### config.mk
export PLATFORM = sky130hd
export DESIGN_NAME = matmul_loader
export DESIGN_NICKNAME = d
export VERILOG_FILES = /design/src/rtl/matmul_pkg.sv /design/src/rtl/matmul_loader_idx_cnt.sv /design/src/rtl/matmul_loader.sv
export SDC_FILE = /design/constraint.sdc
export NUM_CORES = 1
export LEC_CHECK = 0
export ABC_AREA = 0
export ABC_CLOCK_PERIOD_IN_PS = 2730
export CAP_MARGIN = 5
export CORE_MARGIN = 2
export CORE_UTILIZATION = 45
export CTS_BUF_LIST = sky130_fd_sc_hd__clkbuf_4 sky130_fd_sc_hd__clkbuf_8 sky130_fd_sc_hd__clkbuf_16
export DETAILED_ROUTE_END_ITERATION = 8
export PLACE_DENSITY = 0.78
export SLEW_MARGIN = 20
export SYNTH_ARGS = -nofsm -noshare
export SYNTH_HDL_FRONTEND = slang
export SYNTH_SLANG_ARGS = --single-unit
### constraint.sdc
create_clock -name clk -period 2.73 [get_ports clk]
set_clock_uncertainty 0.1 [all_clocks]
set_input_delay 0.273 -clock clk [delete_from_list [all_inputs] [get_ports clk]]
set_output_delay 0.273 -clock clk [all_outputs]
set_load 0.05 [all_outputs]
### src/rtl/matmul_pkg.sv
// Shared types and defaults for the matrix-multiply loader.
package matmul_pkg;

  localparam int DEFAULT_DATA_WIDTH    = 32;
  localparam int DEFAULT_MAT_DIM_WIDTH = 3;

  // Loader sequencing states.
  typedef enum logic [2:0] {
    LOAD_X = 3'd0,
    LOAD_Y = 3'd1,
    FLUSH  = 3'd2,
    START  = 3'd3,
    BUSY   = 3'd4
  } loader_state_t;

  // One bit of a one-hot bank decode: true when idx selects this bank.
  function automatic logic bank_sel(input logic [7:0] idx, input logic [7:0] bank);
    return (idx == bank);
  endfunction

endpackage

### src/rtl/matmul_loader_idx_cnt.sv
// Flat element index counter split into row/column fields, with a wrap flag
// that is high on the enabled step that rolls the index back to zero.
module mat_idx_cnt
  import matmul_pkg::*;
#(
  parameter int MAT_DIM_WIDTH = DEFAULT_MAT_DIM_WIDTH,
  parameter int ADDR_WIDTH    = 2 * MAT_DIM_WIDTH
) (
  input  logic                     clk,
  input  logic                     rst,
  input  logic                     en,
  output logic [MAT_DIM_WIDTH-1:0] r,
  output logic [MAT_DIM_WIDTH-1:0] c,
  output logic                     wrap
);

  logic [ADDR_WIDTH-1:0] cnt;

  // Advance the element index on every enabled cycle; natural overflow wraps to 0.
  always_ff @(posedge clk) begin
    if (rst) begin
      cnt <= {ADDR_WIDTH{1'b0}};
    end else if (en) begin
      cnt <= cnt + {{(ADDR_WIDTH-1){1'b0}}, 1'b1};
    end else begin
      cnt <= cnt;
    end
  end

  assign r    = cnt[ADDR_WIDTH-1:MAT_DIM_WIDTH];
  assign c    = cnt[MAT_DIM_WIDTH-1:0];
  assign wrap = en & (cnt == {ADDR_WIDTH{1'b1}});

endmodule

### src/rtl/matmul_loader.sv
// Scatters a row-major X-then-Y element stream into the banked X/Y RAMs,
// then kicks the multiply unit and waits for it to finish.
module matmul_loader
  import matmul_pkg::*;
#(
  parameter int DATA_WIDTH    = DEFAULT_DATA_WIDTH,
  parameter int MAT_DIM_WIDTH = DEFAULT_MAT_DIM_WIDTH,
  parameter int MAT_DIM_SIZE  = 2 ** MAT_DIM_WIDTH,
  parameter int ADDR_WIDTH    = 2 * MAT_DIM_WIDTH
) (
  input  logic                     clk,
  input  logic                     rst,
  input  logic                     in_valid,
  input  logic [DATA_WIDTH-1:0]    in_data,
  output logic                     in_ready,
  output logic [MAT_DIM_SIZE-1:0]  x_we,
  output logic [DATA_WIDTH-1:0]    x_w_data,
  output logic [MAT_DIM_WIDTH-1:0] x_w_bank_addr,
  output logic [MAT_DIM_SIZE-1:0]  y_we,
  output logic [DATA_WIDTH-1:0]    y_w_data,
  output logic [MAT_DIM_WIDTH-1:0] y_w_bank_addr,
  output logic                     strt,
  input  logic                     mm_done,
  output logic                     busy
);

  loader_state_t             state;
  logic                      first_busy;
  logic                      accept;
  logic                      wrap;
  logic [MAT_DIM_WIDTH-1:0]  row;
  logic [MAT_DIM_WIDTH-1:0]  col;
  logic [MAT_DIM_SIZE-1:0]   col_onehot;
  logic [MAT_DIM_SIZE-1:0]   row_onehot;

  assign in_ready = ~rst & ((state == LOAD_X) | (state == LOAD_Y));
  assign accept   = in_valid & in_ready;

  mat_idx_cnt #(
    .MAT_DIM_WIDTH (MAT_DIM_WIDTH),
    .ADDR_WIDTH    (ADDR_WIDTH)
  ) u_idx_cnt (
    .clk  (clk),
    .rst  (rst),
    .en   (accept),
    .r    (row),
    .c    (col),
    .wrap (wrap)
  );

  // Decode row and column fields into one-hot bank selects.
  always_comb begin
    col_onehot = {MAT_DIM_SIZE{1'b0}};
    row_onehot = {MAT_DIM_SIZE{1'b0}};
    for (int b = 0; b < MAT_DIM_SIZE; b++) begin
      col_onehot[b] = bank_sel(8'(col), 8'(b));
      row_onehot[b] = bank_sel(8'(row), 8'(b));
    end
  end

  // Sequencer and registered RAM write / handshake outputs.
  // X bank c holds column c (address = row); Y bank r holds row r (address = column).
  always_ff @(posedge clk) begin
    if (rst) begin
      state         <= LOAD_X;
      first_busy    <= 1'b0;
      x_we          <= {MAT_DIM_SIZE{1'b0}};
      x_w_data      <= {DATA_WIDTH{1'b0}};
      x_w_bank_addr <= {MAT_DIM_WIDTH{1'b0}};
      y_we          <= {MAT_DIM_SIZE{1'b0}};
      y_w_data      <= {DATA_WIDTH{1'b0}};
      y_w_bank_addr <= {MAT_DIM_WIDTH{1'b0}};
      strt          <= 1'b0;
      busy          <= 1'b0;
    end else begin
      x_we <= {MAT_DIM_SIZE{1'b0}};
      y_we <= {MAT_DIM_SIZE{1'b0}};
      strt <= 1'b0;
      case (state)
        LOAD_X: begin
          if (accept) begin
            x_we          <= col_onehot;
            x_w_data      <= in_data;
            x_w_bank_addr <= row;
            if (wrap) begin
              state <= LOAD_Y;
            end else begin
              state <= LOAD_X;
            end
          end else begin
            state <= LOAD_X;
          end
        end
        LOAD_Y: begin
          if (accept) begin
            y_we          <= row_onehot;
            y_w_data      <= in_data;
            y_w_bank_addr <= col;
            if (wrap) begin
              state <= FLUSH;
            end else begin
              state <= LOAD_Y;
            end
          end else begin
            state <= LOAD_Y;
          end
        end
        FLUSH: begin
          // Final Y write commits at the end of this cycle; start the multiplier next.
          state <= START;
          strt  <= 1'b1;
          busy  <= 1'b1;
        end
        START: begin
          state      <= BUSY;
          first_busy <= 1'b1;
        end
        BUSY: begin
          // The unit may still present done from a previous job on the first cycle.
          if (first_busy) begin
            first_busy <= 1'b0;
          end else if (mm_done) begin
            state <= LOAD_X;
            busy  <= 1'b0;
          end else begin
            state <= BUSY;
          end
        end
        default: begin
          state      <= LOAD_X;
          first_busy <= 1'b0;
          busy       <= 1'b0;
        end
      endcase
    end
  end

endmodule

### Word level (Yosys, flattened, before mapping)

Index checks and enable logic that the tools add are counted.
Widths: inputs -> output; s select.

* bits in registers: 98
* input port bits: 36
* output and inout bits: 89
* word-level logic and storage cells: 64

* $add $sub $neg: 1
* equality and inequality tests: 21
* mux-type cells: 12
* bitwise operators: 9
* reduce and logical (&&, ||, !) cells: 10

Operators by type and width (count)
* $eq 3x3->1 const B: 9
* $eq 3x2->1 const B: 6
* $pmux 3 s5: 1
* $mux 3: 4
* $reduce_or 3->1: 4
* $eq 3x1->1 const B: 3
* $logic_not 3->1: 3
* $add 6x1->6 const B: 1
* $eq 6x6->1 const B: 1
* $not 1->1: 5
* $mux 1: 4
* $ne 2x2->1 const B: 2
* $reduce_and 2->1: 2
* $and 1x1->1: 3
* $pmux 1 s3: 1
* $reduce_and 3->1: 1
* $mux 2: 1
* $pmux 1 s2: 1
* $or 1x1->1: 1

### Logic depth before layout (Yosys ltp)

Gate-level depths: netlist (run 1).

* depth after elaboration: 8
* gate-level depth with buffers: 7
* mapped depth without buffers: 4

### Cells and area by module

Synthesis (run 1) repeated with hierarchy kept, for this count alone.

* cells, all modules: 418
* area total of the unflattened synthesis: 3672.3 um^2

By module, submodules not included
* matmul_loader: instances 1, cells an instance 390, area an instance 3409.5 um^2, seq. area each 1841.8 um^2
* mat_idx_cnt: instances 1, cells an instance 28, area an instance 262.8 um^2, seq. area each 120.1 um^2

### Least setup slack after synthesis (run 1)

OpenSTA, ideal clock, no wires.

* path kind: in2out
* start point: input port rst
* end point: output port in_ready
* data arrival time: 1722 ps
* data required time: 2357 ps
* path slack: 635 ps
* stages: 3
* cell sequence: clkbuf_1 -> clkbuf_1 -> nor3_1

* cells in the longest elaborated chain, start to end: 2

Ends and longest elaborated chain
* start: declaration: RTL line matmul_loader.sv:12 `input logic rst,`
* $not 1->1: RTL line matmul_loader.sv:36 `assign in_ready = ~rst & ((state == LOAD_X) | (state == LOAD_Y));`
* $and 1x1->1: RTL line matmul_loader.sv:36
* end: declaration: RTL line matmul_loader.sv:15 `output logic in_ready,`

Every way passes these cells.

### Worst setup path after layout (run 1)

* start point: register state[2]
* end point: output port in_ready

* cells in the longest elaborated chain, start to end: 3
* elaborated cells on any way between the ends: 4

Ends and longest elaborated chain
* start: declaration: RTL line matmul_loader.sv:27 `loader_state_t state;`
* start signal: assignment: RTL line matmul_loader.sv:65 `state <= LOAD_X;`
* start signal: assignment: RTL line matmul_loader.sv:86 `state <= LOAD_Y;`
* start signal: assignment: RTL line matmul_loader.sv:88 `state <= LOAD_X;`
* $eq 3x1->1 / $logic_not 3->1 (equally long branches): RTL line matmul_loader.sv:36
* $or 1x1->1 (*): RTL line matmul_loader.sv:36
* $and 1x1->1 (*): RTL line matmul_loader.sv:36

Every way passes the cells marked *; elsewhere a longest branch is shown, timed or not.

==> results of run 1 <==
[tightest hold or removal path: cells and delay by family (launching register included)]
| kind | cells | cell delay, ns |
|---|---|---|
| flops | 1 | 0.32 |
| compound gates | 2 | 0.12 |
[routing by layer]
| metal | share of wire [%] | up-vias | GRT usage, % |
|---|---|---|---|
| met2 | 47 | 111 | 33.6 |
| met5 | 0 | - | 0 |
| met4 | 0.56 | 0 | 5.56 |
| met3 | 7.0 | 4 | 6.86 |
| met1 | 45 | 1661 | 28.2 |
| li1 | - | 1732 | - |
[worst paths after layout]
path,startpoint,to,slack (ns),depth (start not counted)
max reg2reg,state[2],state[1],0.63,3
min reg2reg,x_w_data[17],x_w_data[17],0.38,2
max,state[2],in_ready,0.46,2
min,x_w_data[17],x_w_data[17],0.38,2
[cell usage in the layout, fill, tap and decap left out, drive strengths merged, types with 3 or more instances in the layout]
cell | synthesis | final
a21oi | 78 | 78
and3 | 8 | 8
buf | 5 | 10
clkbuf | 42 | 10
clkdlybuf4s50 | 0 | 123
dfxtp | 98 | 98
ha | 6 | 6
inv | 8 | 11
nand2 | 7 | 7
nand2b | 3 | 3
nand3 | 74 | 74
nor2 | 5 | 5
nor3 | 6 | 6
nor4b | 3 | 3
o21ai | 72 | 72
o31ai | 3 | 3
or3 | 3 | 3
or4 | 4 | 4
[registers in the layout (all words and copies together), names as in the netlist]
signal,count
first_busy,1
busy,1
y_w_bank_addr,3
strt,1
x_w_data,32
u_idx_cnt.cnt,6
x_we,8
y_we,8
y_w_data,32
state,3
x_w_bank_addr,3
[power by group]
| group | total [mW] | switching (mW) | internal, mW |
|---|---|---|---|
| Clock | 0.871 | 0.504 | 0.366 |
| Sequential | 1.50 | 0.0270 | 1.48 |
| Combinational | 0.557 | 0.377 | 0.180 |
[kinds of logic (layout without fill, tap and decap cells)]
logic type	Yosys count	in the layout	share of synthesized area [%]
AOI/OAI and AO/OA	158	158	22.1
and+or+nand+nor	115	115	16.7
DFF	98	98	53.0
buffers and inverters	55	157	6.06
adders and majority gates	6	6	2.03
[cells in the mapped netlist, drive strengths merged]
master	instances	share of area [%]
dfxtp	98	53
a21oi	78	11
nand3	74	10
o21ai	72	9.7
clkbuf	42	4.3
and3	8	1.4
inv	8	0.81
nand2	7	0.71
ha	6	2.0
nor3	6	0.81
buf	5	0.98
nor2	5	0.51
or4	4	0.91
nand2b	3	0.51
nor4b	3	0.88
o31ai	3	0.61
or3	3	0.51
a211oi	2	0.54
o2111ai	2	0.47
a21o	1	0.20
nor4	1	0.17
or4b	1	0.37
[final cells by class]
cell class / instances / area [um2] / share of cell area [%]
Clock buffer: 10 / 138 / 2.67
Inverter: 8 / 30.0 / 0.583
Tap cell: 105 / 131 / 2.55
Timing Repair Buffer: 133 / 1320 / 25.6
Sequential cell: 98 / 1960 / 38.1
Clock inverter: 6 / 47.5 / 0.924
Multi-Input combinational cell: 279 / 1520 / 29.6
[per-stage QoR]
| step | std cells | utilization [%] | power (mW) | hold slack [ns] |
|---|---|---|---|---|
| finish | 639 | 63.6 | 2.93 | 0.378 |
| global route | 639 | 63.6 | 3.07 | 0.379 |
| detailed placement | 623 | 61.3 | 2.09 | 0.366 |
| CTS | 639 | 63.6 | 2.95 | 0.363 |
| floorplan | 432 | - | 1.88 | 0.262 |
| global placement | 623 | 61.3 | 2.08 | 0.360 |
==> impl_results.md, run 1 <==
- Worst-Margin Slew: between 0.5 and 0.6 ns
- Drt initial violations: 185
- Vias per std cell: approximately 5.5
- Post-layout nets: ~570
- Fin. max-slew vios: 0
- Ant diodes: 0
- Core box area: 8090 um2
- Critical Path Source Type: register
- Final HPWL DP: a little over 6 mm
- Combined buffer and inverter count along the critical path: 1
- Final Cell Area: ~5100 um2
- Syn_area_per_cell: about 8.6 um2
- WS Path Type: register to output port
- Total number of yosys warnings: 0
- Sequential cell area fraction in the yosys report: 53.0%
- Final GP Congestion: 0.772
- DR pass1 iterations: 4
- Initial antenna violation count: 0
- CP required: between 2 and 2.5 ns
- Total die area: ~9000 um2
- Remaining DRCs: 0
- Site Rows: 33
- PnR worst setup slack: between 0.4 and 0.5 ns
- Worst Path Arrival: between 1.5 and 2 ns
- Leakage power: approximately 1.7 nW
- FMAX: approximately 0.44 GHz
- Gr usage total: a little over a fifth
- Pin count of the biggest net entering global routing: 51
- Peak VDD IR: around 0.27 mV
- First-pass GRT wire length: between 15 and 20 mm
- Area Overhead vs Synth: 39.2%
- Fillers: around 710
- Routed len/inst: approximately 15 um
- Port Buffer Count: ~120
- Fin crit share: a little over four fifths
- Mapped Nets: about 470
- Num ports: between 100 and 150
- Setup TNS Final: 0 ns
- Vias in the first global route: ~3100
- Max-cap violations: 0
- TritonCTS clock tree: done
- Worst min path class: register to register
- Dpl cell area: between 4000 and 5000 um2
- Setup bufs post-CTS: 0
- Pre-CTS setup slack: between 0.4 and 0.5 ns
- Hold Fails Final Rpt: 0
- Die W: around 95 um
- Synthesized cell area: 3700 um2
- Slowest-stage cell, CP: clkdlybuf4s50_1
- CTS sink cnt: roughly 100
- Syn Inst Count: 432
- Layout cell share with drive strength beyond 1: roughly 6.0%
- DRT antenna net count: 0
- Post-CTS sizing: 0
- CP Cell Sequence: nor3_1 > clkdlybuf4s50_1
- Clock slew at reported path FFs: around 0.10 ns
- Die height: around 95 um
- Detailed-route via count: 3508
- Final WL: between 9 and 10 mm
- Max_slew headroom: a little under two thirds
- CTS Buf Count: 9
- FF+latch count, synth: just under 100
- Synth unique cells: 27
- Final setup fails: 0
- H-tree depth reported by CTS: 3
- Status: completed
- Worst-Skew Late Latency: 0.36 ns
- Worst path top cell family by delay: buffers and inverters
- Fin crit period: 2.27 ns
- Clock buffer depth: 2
- Pwr Density: 570 nW/um2
- Hold buffers post-CTS: 0
- Endpoint class of the critical path: output port
- GRT overflow: 0
- Initial Utilization: a little under half
- Critical path's largest stage delay: ~0.84 ns
- CP max FO: 11
- CTS root buffer: clkbuf_8
- Unrepaired setup endpoints after global routing: false
Power figures use the tool's default switching activity.
==> run 2, diff against run 1 <==
--- a/config.mk
+++ b/config.mk
@@ -6,13 +6,13 @@
 export NUM_CORES = 1
 export LEC_CHECK = 0
 export ABC_AREA = 0
-export ABC_CLOCK_PERIOD_IN_PS = 2730
+export ABC_CLOCK_PERIOD_IN_PS = 2050
 export CAP_MARGIN = 5
 export CORE_MARGIN = 2
-export CORE_UTILIZATION = 45
+export CORE_UTILIZATION = 41
 export CTS_BUF_LIST = sky130_fd_sc_hd__clkbuf_4 sky130_fd_sc_hd__clkbuf_8 sky130_fd_sc_hd__clkbuf_16
 export DETAILED_ROUTE_END_ITERATION = 8
-export PLACE_DENSITY = 0.78
+export PLACE_DENSITY = 0.75
 export SLEW_MARGIN = 20
 export SYNTH_ARGS = -nofsm -noshare
 export SYNTH_HDL_FRONTEND = slang
==> constraint.sdc (replaced) <==
create_clock -name clk -period 2.05 [get_ports clk]
set_clock_uncertainty 0.1 [all_clocks]
set_input_delay 0.205 -clock clk [delete_from_list [all_inputs] [get_ports clk]]
set_output_delay 0.205 -clock clk [all_outputs]
set_load 0.05 [all_outputs]
==> run 2 against run 1 <==
Net effect: non-clock buffer count is 2 higher; register-to-register slack worse by 0.43 ns; largest cell class unchanged; via count is 0.94% higher; setup slack worse by 0.27 ns; sequential share of layout area is 0.52 points lower.
==> impl_results.md, run 2 (synthesis results as in run 1) <==
- Setup bufs post-CTS: 0 (unchanged)
- Hold Fails Final Rpt: 0 (unchanged)
- Clock slew at reported path FFs: 0.09 ns (about the same)
- Die W: 99.0 um (+4.6%)
- Ant diodes: 0 (unchanged)
- Pwr Density: 770 nW/um2 (+35%)
- Pin count of the biggest net entering global routing: 86 (+69%)
- Worst-Skew Late Latency: 0.36 ns (about the same)
- Worst path top cell family by delay: buffers and inverters
- Post-layout nets: 573 (+0.35%)
- Final Cell Area: 5220 um2 (+1.4%)
- Site Rows: 34 (+3.0%)
- Endpoint class of the critical path: output port
- Slowest-stage cell, CP: clkdlybuf4s50_1
- Clock share of power: 31.4% (+1.7 points)
- Max_slew headroom: 63.3% (-0.18 points)
- Post-CTS sizing: 0 (unchanged)
- Fin crit period: between 1.5 and 2 ns
- DRT antenna net count: 0 (unchanged)
- CTS sink cnt: 98 (unchanged)
- Final HPWL DP: 6.30 mm (+1.5%)
- CP max FO: 2 (-9)
- Worst min path class: primary input to register
- TritonCTS clock tree: done
- CP required: 1.75 ns (-0.61 ns)
- DR pass1 iterations: 4 (unchanged)
- CP Cell Sequence: clkdlybuf4s50_1
- Vias per std cell: 5.50 (+0.16%)
- Detailed-route via count: 3541 (+0.94%)
- Peak VDD IR: 0.524 mV (+97%)
- PnR worst setup slack: 0.190 ns (-0.267 ns)
- Leakage power: 1.76 nW (+1.9%)
- Core box area: 8720 um2 (+7.8%)
- Critical path's largest stage delay: 0.82 ns (-0.02 ns)
- Most common cell after layout, fill and taps aside: clkdlybuf4s50_1
- Pwr Total: 4.02 mW (+37%)
- Vias in the first global route: 3226 (+3.1%)
- WS Path Type: register to output port
- Remaining DRCs: 0 (unchanged)
- Largest regs: x_w_data x32, y_w_data x32
- Comb power frac: 18.6% (-0.4 points)
- Final WL: 9.84 mm (+4.8%)
- Area Overhead vs Synth: 41.1%
- Max-cap violations: 0 (unchanged)
- Gr usage total: 19.6% (-1.7 points)
- Num ports: 125 (unchanged)
- Worst-Margin Slew: 0.550 ns (+0.00355 ns)
- Unrepaired setup endpoints after global routing: false
- P_sw: 1.20 mW (+32%)
- Internal Power: 2.81 mW (+39%)
- Worst Path Arrival: 1.56 ns (-0.34 ns)
- CTS Buf Count: 9 (unchanged)
- Flop pwr share: 50.0% (-1.3 points)
- Util after Layout: 59.8% (-3.8 points)
- Commonest cells after routing, fill and taps aside: clkdlybuf4s50_1, dfxtp_1, a21oi_1, nand3_1, o21ai_0
- Port Buffer Count: 124 (unchanged)
- First-pass GRT wire length: 15.8 mm (+3.0%)
- Final setup fails: 0 (unchanged)
- Initial antenna violation count: 0 (unchanged)
- Combined buffer and inverter count along the critical path: 1 (unchanged)
- Layout cell share with drive strength beyond 1: 6.53% (+0.54 points)
- Drt initial violations: 239 (+29%)
- CTS root buffer: clkbuf_8
- Dpl cell area: 5020 um2 (+1.1%)
- Clock buffer depth: 2 (unchanged)
- Critical Path Source Type: register
- Final GP Congestion: 0.730 (-5.4%)
- Setup TNS Final: 0 ns (unchanged)
- FMAX: ~0.54 GHz
- GRT overflow: 0 (unchanged)
- Total die area: 9800 um2 (+9.3%)
- Fin crit share: between 90% and 100%
- Status: completed
- Fin. max-slew vios: 0 (unchanged)
- Hold buffers post-CTS: 0 (unchanged)
- Switch share: 30.0% (-1.0 points)
- Die height: 99.0 um (+4.6%)
- Routed len/inst: 15.3 um (+4.0%)
- Initial Utilization: 42.4% (-3.3 points)
- Pre-CTS setup slack: -0.0994 ns (-0.532 ns)
- H-tree depth reported by CTS: 3 (unchanged)
==> run 2: final cells by class <==
type	count	area [um2]
clock inverter	6	65.1
inverter	8	30.0
sequential	98	1960
clock buffer	10	138
multi-input combinational	279	1520
timing repair buffer	135	1370
tap	108	135
fill	758	3500
==> run 2: power by group through the flow <==
stage                     Sequential [mW]  Combinational, mW  Clock [mW]
after floorplan                      2.24              0.268           0
after global placement               2.05              0.736           0
after detailed placement             2.05              0.749           0
after CTS                            2.01              0.751        1.30
after global routing                 2.02              0.802        1.38
final                                2.01              0.748        1.26
==> run 2: worst paths after layout <==
check / start / to / slack [ns] / cells after the start
worst max-delay path: x_w_bank_addr[1] / x_w_bank_addr[1] / 0.19 / 1
worst min-delay path: rst / state[1] / 0.22 / 4
worst max register to register: state[2] / u_idx_cnt.cnt[5] / 0.20 / 4
worst min register to register: y_w_data[9] / y_w_data[9] / 0.38 / 2
==> run 2: metal layers <==
layer | vias to the layer above | routed length [um] | GRT usage, %
met5 | - | 0 | 0
met1 | 1686 | 4240 | 24.9
li1 | 1727 | - | -
met4 | 0 | 154 | 5.27
met3 | 13 | 765 | 7.38
met2 | 115 | 4680 | 31.4
==> run 2: per-stage QoR <==
step	cells	hold slack, ns
after floorplan	432	0.194
after global placement	628	0.360
after detailed placement	628	0.366
after CTS	644	0.202
after global routing	644	0.219
final	644	0.221
==> run 2: tightest hold or removal path, stage by stage <==
cell and delay, ns:
buf_2 0.12, or4b_4 0.14, or4_4 0.12, a211oi_2 0.05
